File: src/rtl/uart_transmitter.sv
// 8O1 UART transmitter: start bit, 8 data bits LSB first, odd parity, stop bit.
// A one-entry holding register lets the next byte queue up while a frame shifts out.
module uart_transmitter #(
    parameter int unsigned CLKS_PER_BIT = 2
) (
    input  logic       clk,
    input  logic       rst,
    input  logic [7:0] data_in,
    input  logic       data_valid,
    output logic       data_ready,
    output logic       busy,
    output logic       tx
);

    typedef enum logic [2:0] {
        IDLE       = 3'd0,
        START_BIT  = 3'd1,
        DATA_BITS  = 3'd2,
        PARITY_BIT = 3'd3,
        STOP_BIT   = 3'd4
    } state_t;

    localparam logic [15:0] CNT_MAX = 16'(CLKS_PER_BIT - 1);

    state_t      state_q;
    logic        tx_q;
    logic        busy_q;
    logic        hold_full_q;
    logic        parity_q;
    logic [7:0]  hold_q;
    logic [7:0]  shift_q;
    logic [2:0]  bit_idx_q;
    logic [15:0] clk_cnt_q;

    logic period_end;
    logic reload;
    logic accept;

    // Reload happens from IDLE immediately, or at the end of a stop bit for
    // gapless back-to-back frames; hold_full blocks acceptance on those edges.
    always_comb begin
        period_end = (clk_cnt_q == CNT_MAX);
        reload     = hold_full_q && ((state_q == IDLE) ||
                                     ((state_q == STOP_BIT) && period_end));
        accept     = data_valid && data_ready;
    end

    assign data_ready = !hold_full_q && !rst;
    assign busy       = busy_q;
    assign tx         = tx_q;

    always_ff @(posedge clk) begin
        if (rst) begin
            state_q     <= IDLE;
            tx_q        <= 1'b1;
            busy_q      <= 1'b0;
            hold_full_q <= 1'b0;
            parity_q    <= 1'b0;
            hold_q      <= '0;
            shift_q     <= '0;
            bit_idx_q   <= '0;
            clk_cnt_q   <= '0;
        end else begin
            clk_cnt_q <= ((state_q == IDLE) || period_end) ? '0 : clk_cnt_q + 16'd1;

            if (accept) begin
                hold_q      <= data_in;
                hold_full_q <= 1'b1;
            end

            if (reload) begin
                shift_q     <= hold_q;
                parity_q    <= ~(^hold_q);
                hold_full_q <= 1'b0;
                bit_idx_q   <= '0;
                clk_cnt_q   <= '0;
                tx_q        <= 1'b0;
                busy_q      <= 1'b1;
                state_q     <= START_BIT;
            end else begin
                case (state_q)
                    IDLE: begin
                        tx_q   <= 1'b1;
                        busy_q <= 1'b0;
                    end
                    START_BIT: begin
                        if (period_end) begin
                            tx_q    <= shift_q[0];
                            state_q <= DATA_BITS;
                        end
                    end
                    DATA_BITS: begin
                        if (period_end) begin
                            bit_idx_q <= bit_idx_q + 3'd1;
                            if (bit_idx_q == 3'd7) begin
                                tx_q    <= parity_q;
                                state_q <= PARITY_BIT;
                            end else begin
                                tx_q    <= shift_q[1];
                                shift_q <= {1'b0, shift_q[7:1]};
                            end
                        end
                    end
                    PARITY_BIT: begin
                        if (period_end) begin
                            tx_q    <= 1'b1;
                            state_q <= STOP_BIT;
                        end
                    end
                    STOP_BIT: begin
                        if (period_end) begin
                            tx_q    <= 1'b1;
                            busy_q  <= 1'b0;
                            state_q <= IDLE;
                        end
                    end
                    default: begin
                        tx_q      <= 1'b1;
                        busy_q    <= 1'b0;
                        clk_cnt_q <= '0;
                        state_q   <= IDLE;
                    end
                endcase
            end
        end
    end

endmodule

File: config.mk
export PLATFORM = sky130hd
export DESIGN_NAME = uart_transmitter
export DESIGN_NICKNAME = d
export VERILOG_FILES = /design/src/rtl/uart_transmitter.sv
export SDC_FILE = /design/constraint.sdc
export NUM_CORES = 1
export LEC_CHECK = 0
export BUFFER_PORTS_ARGS = -buffer_cell sky130_fd_sc_hd__buf_2
export CORE_UTILIZATION = 60
export DETAILED_ROUTE_END_ITERATION = 6
export HOLD_SLACK_MARGIN = 0.15
export PLACE_DENSITY = 0.91
export SLEW_MARGIN = 0
export SYNTH_ARGS = -nofsm -noshare
export SYNTH_HDL_FRONTEND = slang
export SYNTH_SLANG_ARGS = --single-unit
File: constraint.sdc
create_clock -name clk -period 3.55 [get_ports clk]
set_clock_uncertainty 0.05 [all_clocks]
set_input_delay 0.1775 -clock clk [delete_from_list [all_inputs] [get_ports clk]]
set_output_delay 0.1775 -clock clk [all_outputs]
set_load 0.02 [all_outputs]
==> metrics.txt, run 1 <==
# TYPE chip_impl_metric gauge
chip_impl_metric{name="drt_first_pass_iters",unit=""} 4
chip_impl_metric{name="postLayoutCoreUtil",unit=""} 0.7115
chip_impl_info{name="worstSetupPathType",value="reg2reg"} 1
chip_impl_metric{name="global_route_congestion_overflow_total",unit=""} 0
chip_impl_metric{name="syn_avg_cell_area",unit="µm²"} 8.919
chip_impl_metric{name="slew-limit-headroom",unit=""} 0.4198
chip_impl_metric{name="clock_latency",unit="ns"} 0.36
chip_impl_metric{name="postCtsSetupBuffers",unit=""} 0
chip_impl_metric{name="die_span_y",unit="µm"} 58.93
chip_impl_metric{name="gpl.final_weighted_congestion",unit=""} 0.7932
chip_impl_info{name="hold_path_class",value="in2reg"} 1
chip_impl_metric{name="drc",unit=""} 0
chip_impl_metric{name="synth_enable_flop_cells",unit=""} 0
chip_impl_info{name="rr_startpoint",value="clk_cnt_q[0]"} 1
chip_impl_metric{name="fin_worst_hold_slack",unit="ns"} 0.1979
chip_impl_metric{name="p_per_area",unit="nW/µm²"} 424.7
chip_impl_metric{name="power.static_leakage",unit="nW"} 0.8201
chip_impl_info{name="ys_top_cells_by_area",value="dfxtp_1 43%, nor2_1 6.6%, xor2_1 6.3%, mux2i_1 5.1%, nand2_1 4.8%"} 1
chip_impl_metric{name="floorplan.die_area",unit="µm²"} 3472
chip_impl_metric{name="mappedNetlistArea",unit="µm²"} 1944
chip_impl_metric{name="synthDominantCellAreaShare",unit=""} 0.4324
chip_impl_info{name="grt_setup_unrepaired",value="false"} 1
chip_impl_info{name="reg2reg_to",value="shift_q[5]"} 1
chip_impl_metric{name="drtIter0Drc",unit=""} 53
chip_impl_metric{name="data_required_time_at_the_worst_endpoint",unit="ns"} 3.78
chip_impl_metric{name="core.rowCount",unit=""} 20
chip_impl_info{name="critPathCaptureType",value="flip-flop"} 1
chip_impl_metric{name="first_global_vias",unit=""} 1486
chip_impl_metric{name="ctsResizeCount",unit=""} 0
chip_impl_info{name="most_frequent_cells_in_the_layout",value="42 x dfxtp_1, 34 x nor2_1, 25 x nand2_1"} 1
chip_impl_metric{name="p_total",unit="mW"} 0.9225
chip_impl_metric{name="worst_ep_arrival_time",unit="ns"} 2.57
chip_impl_metric{name="pre_cts_slack",unit="ns"} 1.276
chip_impl_metric{name="final.min_clock_period",unit="ns"} 2.338
chip_impl_info{name="layout.cells.most_common",value="dfxtp_1"} 1
chip_impl_metric{name="finalSetupViolations",unit=""} 0
chip_impl_info{name="holdPathEnd",value="hold_q[2]"} 1
chip_impl_metric{name="design.core.area",unit="µm²"} 3053
chip_impl_metric{name="grt_usage",unit=""} 0.2440
chip_impl_metric{name="ys.warnings.count",unit=""} 0
chip_impl_metric{name="worst_r2r_path_depth",unit=""} 6
chip_impl_metric{name="critical_path.n_buffers_inverters",unit=""} 0
chip_impl_metric{name="maxSlewViolCount",unit=""} 0
chip_impl_metric{name="cts_buffer_depth",unit=""} 2
chip_impl_info{name="critical_path.startpoint_type",value="flip-flop"} 1
chip_impl_info{name="cell_type_contributing_the_most_total_cell_area_after_synthesis",value="dfxtp_1"} 1
chip_impl_metric{name="tns",unit="ns"} 0
chip_impl_metric{name="r2r_slack",unit="ns"} 1.21
chip_impl_info{name="hold_path.startpoint",value="rst"} 1
chip_impl_metric{name="async_flop_share",unit=""} 0
chip_impl_info{name="tritoncts",value="yes"} 1
chip_impl_metric{name="synth.lib_cells_used.distinct",unit=""} 37
chip_impl_metric{name="critical_path_fanouts_max",unit=""} 13
chip_impl_metric{name="routed_via_count_divided_by_cell_count",unit=""} 5.731
chip_impl_metric{name="instances_no_fill",unit=""} 279
chip_impl_metric{name="initial_core_util",unit=""} 0.6369
chip_impl_info{name="ctsRootBufferMaster",value="clkbuf_4"} 1
chip_impl_metric{name="layout_worst_path_cycle_share",unit=""} 0.6585
chip_impl_info{name="worst_path_cell_trace",value="ha_1, nor4b_2, nand4_2, nor4_2, nand2_1, a311oi_1"} 1
chip_impl_metric{name="ys_seq_area_frac",unit=""} 0.4324
chip_impl_metric{name="postRouteWirelength",unit="µm"} 3836
chip_impl_metric{name="fillCellCount",unit=""} 237
chip_impl_metric{name="placedInstanceArea",unit="µm²"} 2004
chip_impl_metric{name="clkSlewWorstSetupHoldPaths",unit="ns"} 0.13
chip_impl_info{name="status",value="complete, no violations"} 1
chip_impl_metric{name="ir_drop_worst_case_vdd",unit="mV"} 0.3066
chip_impl_metric{name="placedCellCount",unit=""} 262
chip_impl_metric{name="num_io_pins",unit=""} 14
chip_impl_metric{name="number_of_hold_slack_violations_in_the_final_timing_report",unit=""} 0
chip_impl_metric{name="io_buffers",unit=""} 13
chip_impl_metric{name="syn_nets",unit=""} 233
chip_impl_info{name="synth_top_flop_cell",value="dfxtp_1"} 1
chip_impl_metric{name="yosys_register_bits",unit=""} 42
chip_impl_metric{name="h-tree-depth",unit=""} 2
chip_impl_metric{name="dpl.hpwl",unit="µm"} 2514
chip_impl_metric{name="whs_path_depth",unit=""} 2
chip_impl_metric{name="final_layout_size_suffix_gt1_frac",unit=""} 0.1191
chip_impl_metric{name="area.growth.synth_to_final",unit="%"} 11.71
chip_impl_metric{name="pin_count_of_the_biggest_net_entering_global_routing",unit=""} 29
chip_impl_metric{name="postSynthCellCount",unit=""} 218
chip_impl_metric{name="final_critical_path_setup_slack",unit="ns"} 1.212
chip_impl_metric{name="initial_antenna_violation_count",unit=""} 0
chip_impl_metric{name="final_cell_area",unit="µm²"} 2172
chip_impl_metric{name="antenna_cells_inserted",unit=""} 0
chip_impl_metric{name="max_slew.worst_pin.slew",unit="ns"} 0.8685
chip_impl_metric{name="die_w",unit="µm"} 58.93
chip_impl_metric{name="grt_pass1_wl",unit="µm"} 6292
chip_impl_info{name="cpLargestDelayFamily",value="simple AND/OR/NAND/NOR gates"} 1
chip_impl_metric{name="cts_sinks",unit=""} 42
chip_impl_metric{name="worst_stage_delay_on_the_critical_path",unit="ns"} 0.58
chip_impl_metric{name="final_antenna_net_count",unit=""} 0
chip_impl_info{name="critical-path-slowest-cell",value="nor4_2"} 1
chip_impl_metric{name="post_drt_wl_per_cell",unit="µm"} 13.75
chip_impl_metric{name="timing.fmax",unit="MHz"} 427.8
chip_impl_metric{name="cts_buffers",unit=""} 5
chip_impl_metric{name="vias",unit=""} 1599
chip_impl_metric{name="drv_cap",unit=""} 0
chip_impl_metric{name="design.final.nets",unit=""} 249
## cell families (layout without fill, tap and decap cells)
logic type	Yosys count	in the layout	share of synthesized area
adders and majority gates	4	4	0.02574
xor gates and xnor gates	23	23	0.1036
DFF	42	42	0.4324
buffers and inverters	15	32	0.03475
muxes	10	10	0.05148
AOI/OAI and AO/OA	23	23	0.08301
and+or+nand+nor	101	101	0.2690
## worst register-to-register path, delay by kind of cell, from the launching register on
family / cells / cell delay [ns]
simple gates: 4 / 1.31
flops: 1 / 0.44
fa+ha+maj: 1 / 0.17
compound gates: 1 / 0.29
## synth_stat cells (3+ instances only)
cell,n
nor2_1,34
a311oi_1,6
and3_1,5
xor2_1,14
dfxtp_1,42
nand3_1,11
nor3_1,6
clkbuf_1,9
and4_1,3
nand4_1,3
a21oi_1,6
ha_1,4
nand2_1,25
xnor2_1,9
mux2i_1,10
buf_2,3
## metal layers
metal	vias up	global-route usage	routed length [µm]
li1	788	-	-
met1	771	0.2845	1750
met2	36	0.4172	1914
met5	-	0	0
met3	4	0.05934	125
met4	0	0.1190	46
## worst max path at each step
stage                       to         start  depth (start not counted)  slack [ns]
detailed placement  shift_q[3]  clk_cnt_q[0]                          6        1.28
floorplan           shift_q[0]  clk_cnt_q[0]                          7        1.73
CTS                 shift_q[6]  clk_cnt_q[0]                          6        1.25
global placement    shift_q[5]  clk_cnt_q[0]                          6        1.35
finish              shift_q[5]  clk_cnt_q[0]                          6        1.21
global route        shift_q[5]  clk_cnt_q[0]                          6        0.99
## registers in the layout, summed over array words and instances, names as in the netlist
name and count:
hold_q 8, hold_full_q 1, shift_q 8, tx 1, bit_idx_q 3, busy 1, parity_q 1, clk_cnt_q 16
state_q 3
## timing repair
| action | in CTS | in global routing |
|---|---|---|
| hold buffers | 9 | 0 |
| endpoints found under the hold margin | 9 | 0 |
| endpoints found under the setup margin | 0 | 0 |
## layout make-up
cell class | count | area [µm²] | share of cell area
clock inverter | 3 | 40.04 | 0.01843
clock buffer | 5 | 37.54 | 0.01728
tap | 44 | 55.05 | 0.02535
sequential | 42 | 840.8 | 0.3871
multi-input combinational | 161 | 1036 | 0.4770
inverter | 2 | 7.507 | 0.003456
timing repair buffer | 22 | 155.1 | 0.07143
## report_power, final
group          internal, mW  total [mW]  switching (mW)  leakage, nW
Clock                 0.146       0.301           0.155       0.0450
Combinational        0.0499       0.109          0.0594        0.433
Sequential            0.492       0.512          0.0204        0.342
Total                 0.688       0.922           0.235        0.820
Note: power is estimated with default switching activity, not from simulation.
==> inputs of run 2 (changes only) <==
- CORE_UTILIZATION: 60 -> 59
- PLACE_DENSITY: 0.91 -> 0.9
- clock period: 3.55 -> 2.4 ns (I/O delays scaled with it)
==> run 2 against run 1 <==
Fmax grew 6.6%. Combinational power grew 69%. Power grew 41%. Count of clock-buffer cells in the layout is the same. Via count shrank 1.0%. Critical path depth is the same. Global-route usage grew 2.3 points. Sequential cell count is the same. Largest power group unchanged. Cell count grew 3.6%. Cell area grew 3.8%. Non-clock buffer count grew 10. Worst hold slack gained 0.22 ns.
==> metrics.txt, run 2 (synthesized netlist as in run 1, its figures left out) <==
# TYPE chip_impl_metric gauge
chip_impl_metric{name="floorplan.die_area",unit="µm²"} 3529
chip_impl_metric{name="die_span_y",unit="µm"} 59.41
chip_impl_metric{name="power.static_leakage",unit="nW"} 0.8614
chip_impl_metric{name="critical_path_fanouts_max",unit=""} 8
chip_impl_metric{name="final_cell_area",unit="µm²"} 2255
chip_impl_metric{name="grt_usage",unit=""} 0.2672
chip_impl_info{name="status",value="complete, no violations"} 1
chip_impl_metric{name="max_slew.worst_pin.slew",unit="ns"} 0.4918
chip_impl_metric{name="drtIter0Drc",unit=""} 53
chip_impl_metric{name="global_route_congestion_overflow_total",unit=""} 0
chip_impl_metric{name="cts_sinks",unit=""} 42
chip_impl_metric{name="fillCellCount",unit=""} 227
chip_impl_info{name="tritoncts",value="yes"} 1
chip_impl_metric{name="data_required_time_at_the_worst_endpoint",unit="ns"} 2.58
chip_impl_metric{name="drc",unit=""} 0
chip_impl_metric{name="ir_drop_worst_case_vdd",unit="mV"} 0.3854
chip_impl_metric{name="initial_antenna_violation_count",unit=""} 0
chip_impl_metric{name="final.min_clock_period",unit="ns"} 2.194
chip_impl_metric{name="num_io_pins",unit=""} 14
chip_impl_info{name="hold_path_class",value="reg2reg"} 1
chip_impl_metric{name="dpl.hpwl",unit="µm"} 2450
chip_impl_metric{name="p_total",unit="mW"} 1.298
chip_impl_metric{name="antenna_cells_inserted",unit=""} 0
chip_impl_metric{name="routed_via_count_divided_by_cell_count",unit=""} 5.478
chip_impl_metric{name="placedInstanceArea",unit="µm²"} 2027
chip_impl_metric{name="initial_core_util",unit=""} 0.6317
chip_impl_metric{name="post_drt_wl_per_cell",unit="µm"} 14.27
chip_impl_metric{name="pin_count_of_the_biggest_net_entering_global_routing",unit=""} 29
chip_impl_info{name="layout.cells.most_common",value="dfxtp_1"} 1
chip_impl_metric{name="clock_latency",unit="ns"} 0.38
chip_impl_metric{name="first_global_vias",unit=""} 1512
chip_impl_metric{name="layout_worst_path_cycle_share",unit=""} 0.9141
chip_impl_metric{name="die_w",unit="µm"} 59.41
chip_impl_metric{name="area.growth.synth_to_final",unit="%"} 15.96
chip_impl_metric{name="tns",unit="ns"} 0
chip_impl_metric{name="largest_register_ff_count",unit=""} 16
chip_impl_metric{name="final_antenna_net_count",unit=""} 0
chip_impl_info{name="largest_registers",value="clk_cnt_q (16), hold_q (8), shift_q (8)"} 1
chip_impl_metric{name="cts_buffers",unit=""} 5
chip_impl_metric{name="p_per_area",unit="nW/µm²"} 575.7
chip_impl_metric{name="finalSetupViolations",unit=""} 0
chip_impl_metric{name="slew-limit-headroom",unit=""} 0.6722
chip_impl_metric{name="worst_ep_arrival_time",unit="ns"} 2.37
chip_impl_metric{name="number_of_hold_slack_violations_in_the_final_timing_report",unit=""} 0
chip_impl_metric{name="vias",unit=""} 1583
chip_impl_metric{name="timing.fmax",unit="MHz"} 455.8
chip_impl_metric{name="postRouteWirelength",unit="µm"} 4125
chip_impl_metric{name="h-tree-depth",unit=""} 2
chip_impl_metric{name="maxSlewViolCount",unit=""} 0
chip_impl_info{name="critical_path.startpoint_type",value="flip-flop"} 1
chip_impl_info{name="ctsRootBufferMaster",value="clkbuf_4"} 1
chip_impl_metric{name="gpl.final_weighted_congestion",unit=""} 0.7756
chip_impl_metric{name="design.final.nets",unit=""} 259
chip_impl_metric{name="postCtsSetupBuffers",unit=""} 0
chip_impl_metric{name="postLayoutCoreUtil",unit=""} 0.7325
chip_impl_info{name="grt_setup_unrepaired",value="false"} 1
chip_impl_info{name="critPathCaptureType",value="flip-flop"} 1
chip_impl_metric{name="seqCellArea",unit="µm²"} 840.8
chip_impl_metric{name="clkSlewWorstSetupHoldPaths",unit="ns"} 0.12
chip_impl_info{name="registers.top_by_ff_count",value="clk_cnt_q"} 1
chip_impl_metric{name="design.core.area",unit="µm²"} 3078
chip_impl_metric{name="drt_first_pass_iters",unit=""} 4
chip_impl_metric{name="core.rowCount",unit=""} 20
chip_impl_metric{name="final_critical_path_setup_slack",unit="ns"} 0.2061
chip_impl_metric{name="drv_cap",unit=""} 0
chip_impl_metric{name="io_buffers",unit=""} 13
chip_impl_metric{name="cts_buffer_depth",unit=""} 2
chip_impl_metric{name="grt_pass1_wl",unit="µm"} 6796
chip_impl_info{name="most_frequent_cells_in_the_layout",value="42 x dfxtp_1, 34 x nor2_1, 25 x nand2_1"} 1
chip_impl_metric{name="pre_cts_slack",unit="ns"} 0.2742
chip_impl_metric{name="multi_input_comb_area",unit="µm²"} 1045
chip_impl_metric{name="final_layout_size_suffix_gt1_frac",unit=""} 0.1265
chip_impl_info{name="worstSetupPathType",value="reg2reg"} 1
==> run 2: power breakdown <==
| part | internal (mW) | leakage (nW) | switching, mW |
|---|---|---|---|
| combinational | 0.0876 | 0.489 | 0.0963 |
| clock | 0.114 | 0.0312 | 0.242 |
| sequential | 0.728 | 0.342 | 0.0307 |
==> run 2: area by class of cell <==
class,count,share of cell area
clock buffers,5,0.01665
well taps,44,0.02442
flip-flops and latches,42,0.3729
multi-input cells,161,0.4634
repair buffers,32,0.1099
inverters,2,0.003330
clock inverters,3,0.009434
==> run 2: worst max-delay path, cell delays in order (launching register included) <==
cell      delay (ns)
dfxtp_1         0.42
ha_1            0.18
nor4b_2         0.27
nand4_2         0.24
or4_1           0.68
nand2_1         0.13
a311oi_1        0.08
==> run 2: per-stage QoR <==
| step | hold slack, ns | cells |
|---|---|---|
| 2_1_floorplan | 0.2175 | 218 |
| 3_3_place_gp | 0.3022 | 265 |
| 3_5_place_dp | 0.3142 | 265 |
| 4_1_cts | 0.4168 | 289 |
| 5_1_grt | 0.4591 | 289 |
| 6_report | 0.4199 | 289 |
==> run 2: routing by layer <==
metal  vias to the layer above  GRT usage  part of all wire  wire (µm)
met5                         -          0                 0          0
met4                         0     0.1565             0.036        148
met3                        15    0.06769             0.038        156
met2                        31     0.4238              0.48       1992
met1                       724     0.3265              0.44       1828
li1                        813          -                 -          -
==> run 2: timing repair <==
| action | 4_1_cts | 5_1_grt |
|---|---|---|
| hold endpoints to repair | 11 | 0 |
| hold buffers | 16 | 0 |
| setup endpoints to repair | 0 | 1 |
| gates resized for setup | 0 | 1 |
==> run 2: worst paths after layout <==
check        slack [ns]         end  depth (start not counted)          from
max                0.21  shift_q[1]                          6  clk_cnt_q[0]
min reg2reg        0.42    parity_q                          2      parity_q
min                0.42    parity_q                          2      parity_q
max reg2reg        0.21  shift_q[1]                          6  clk_cnt_q[0]
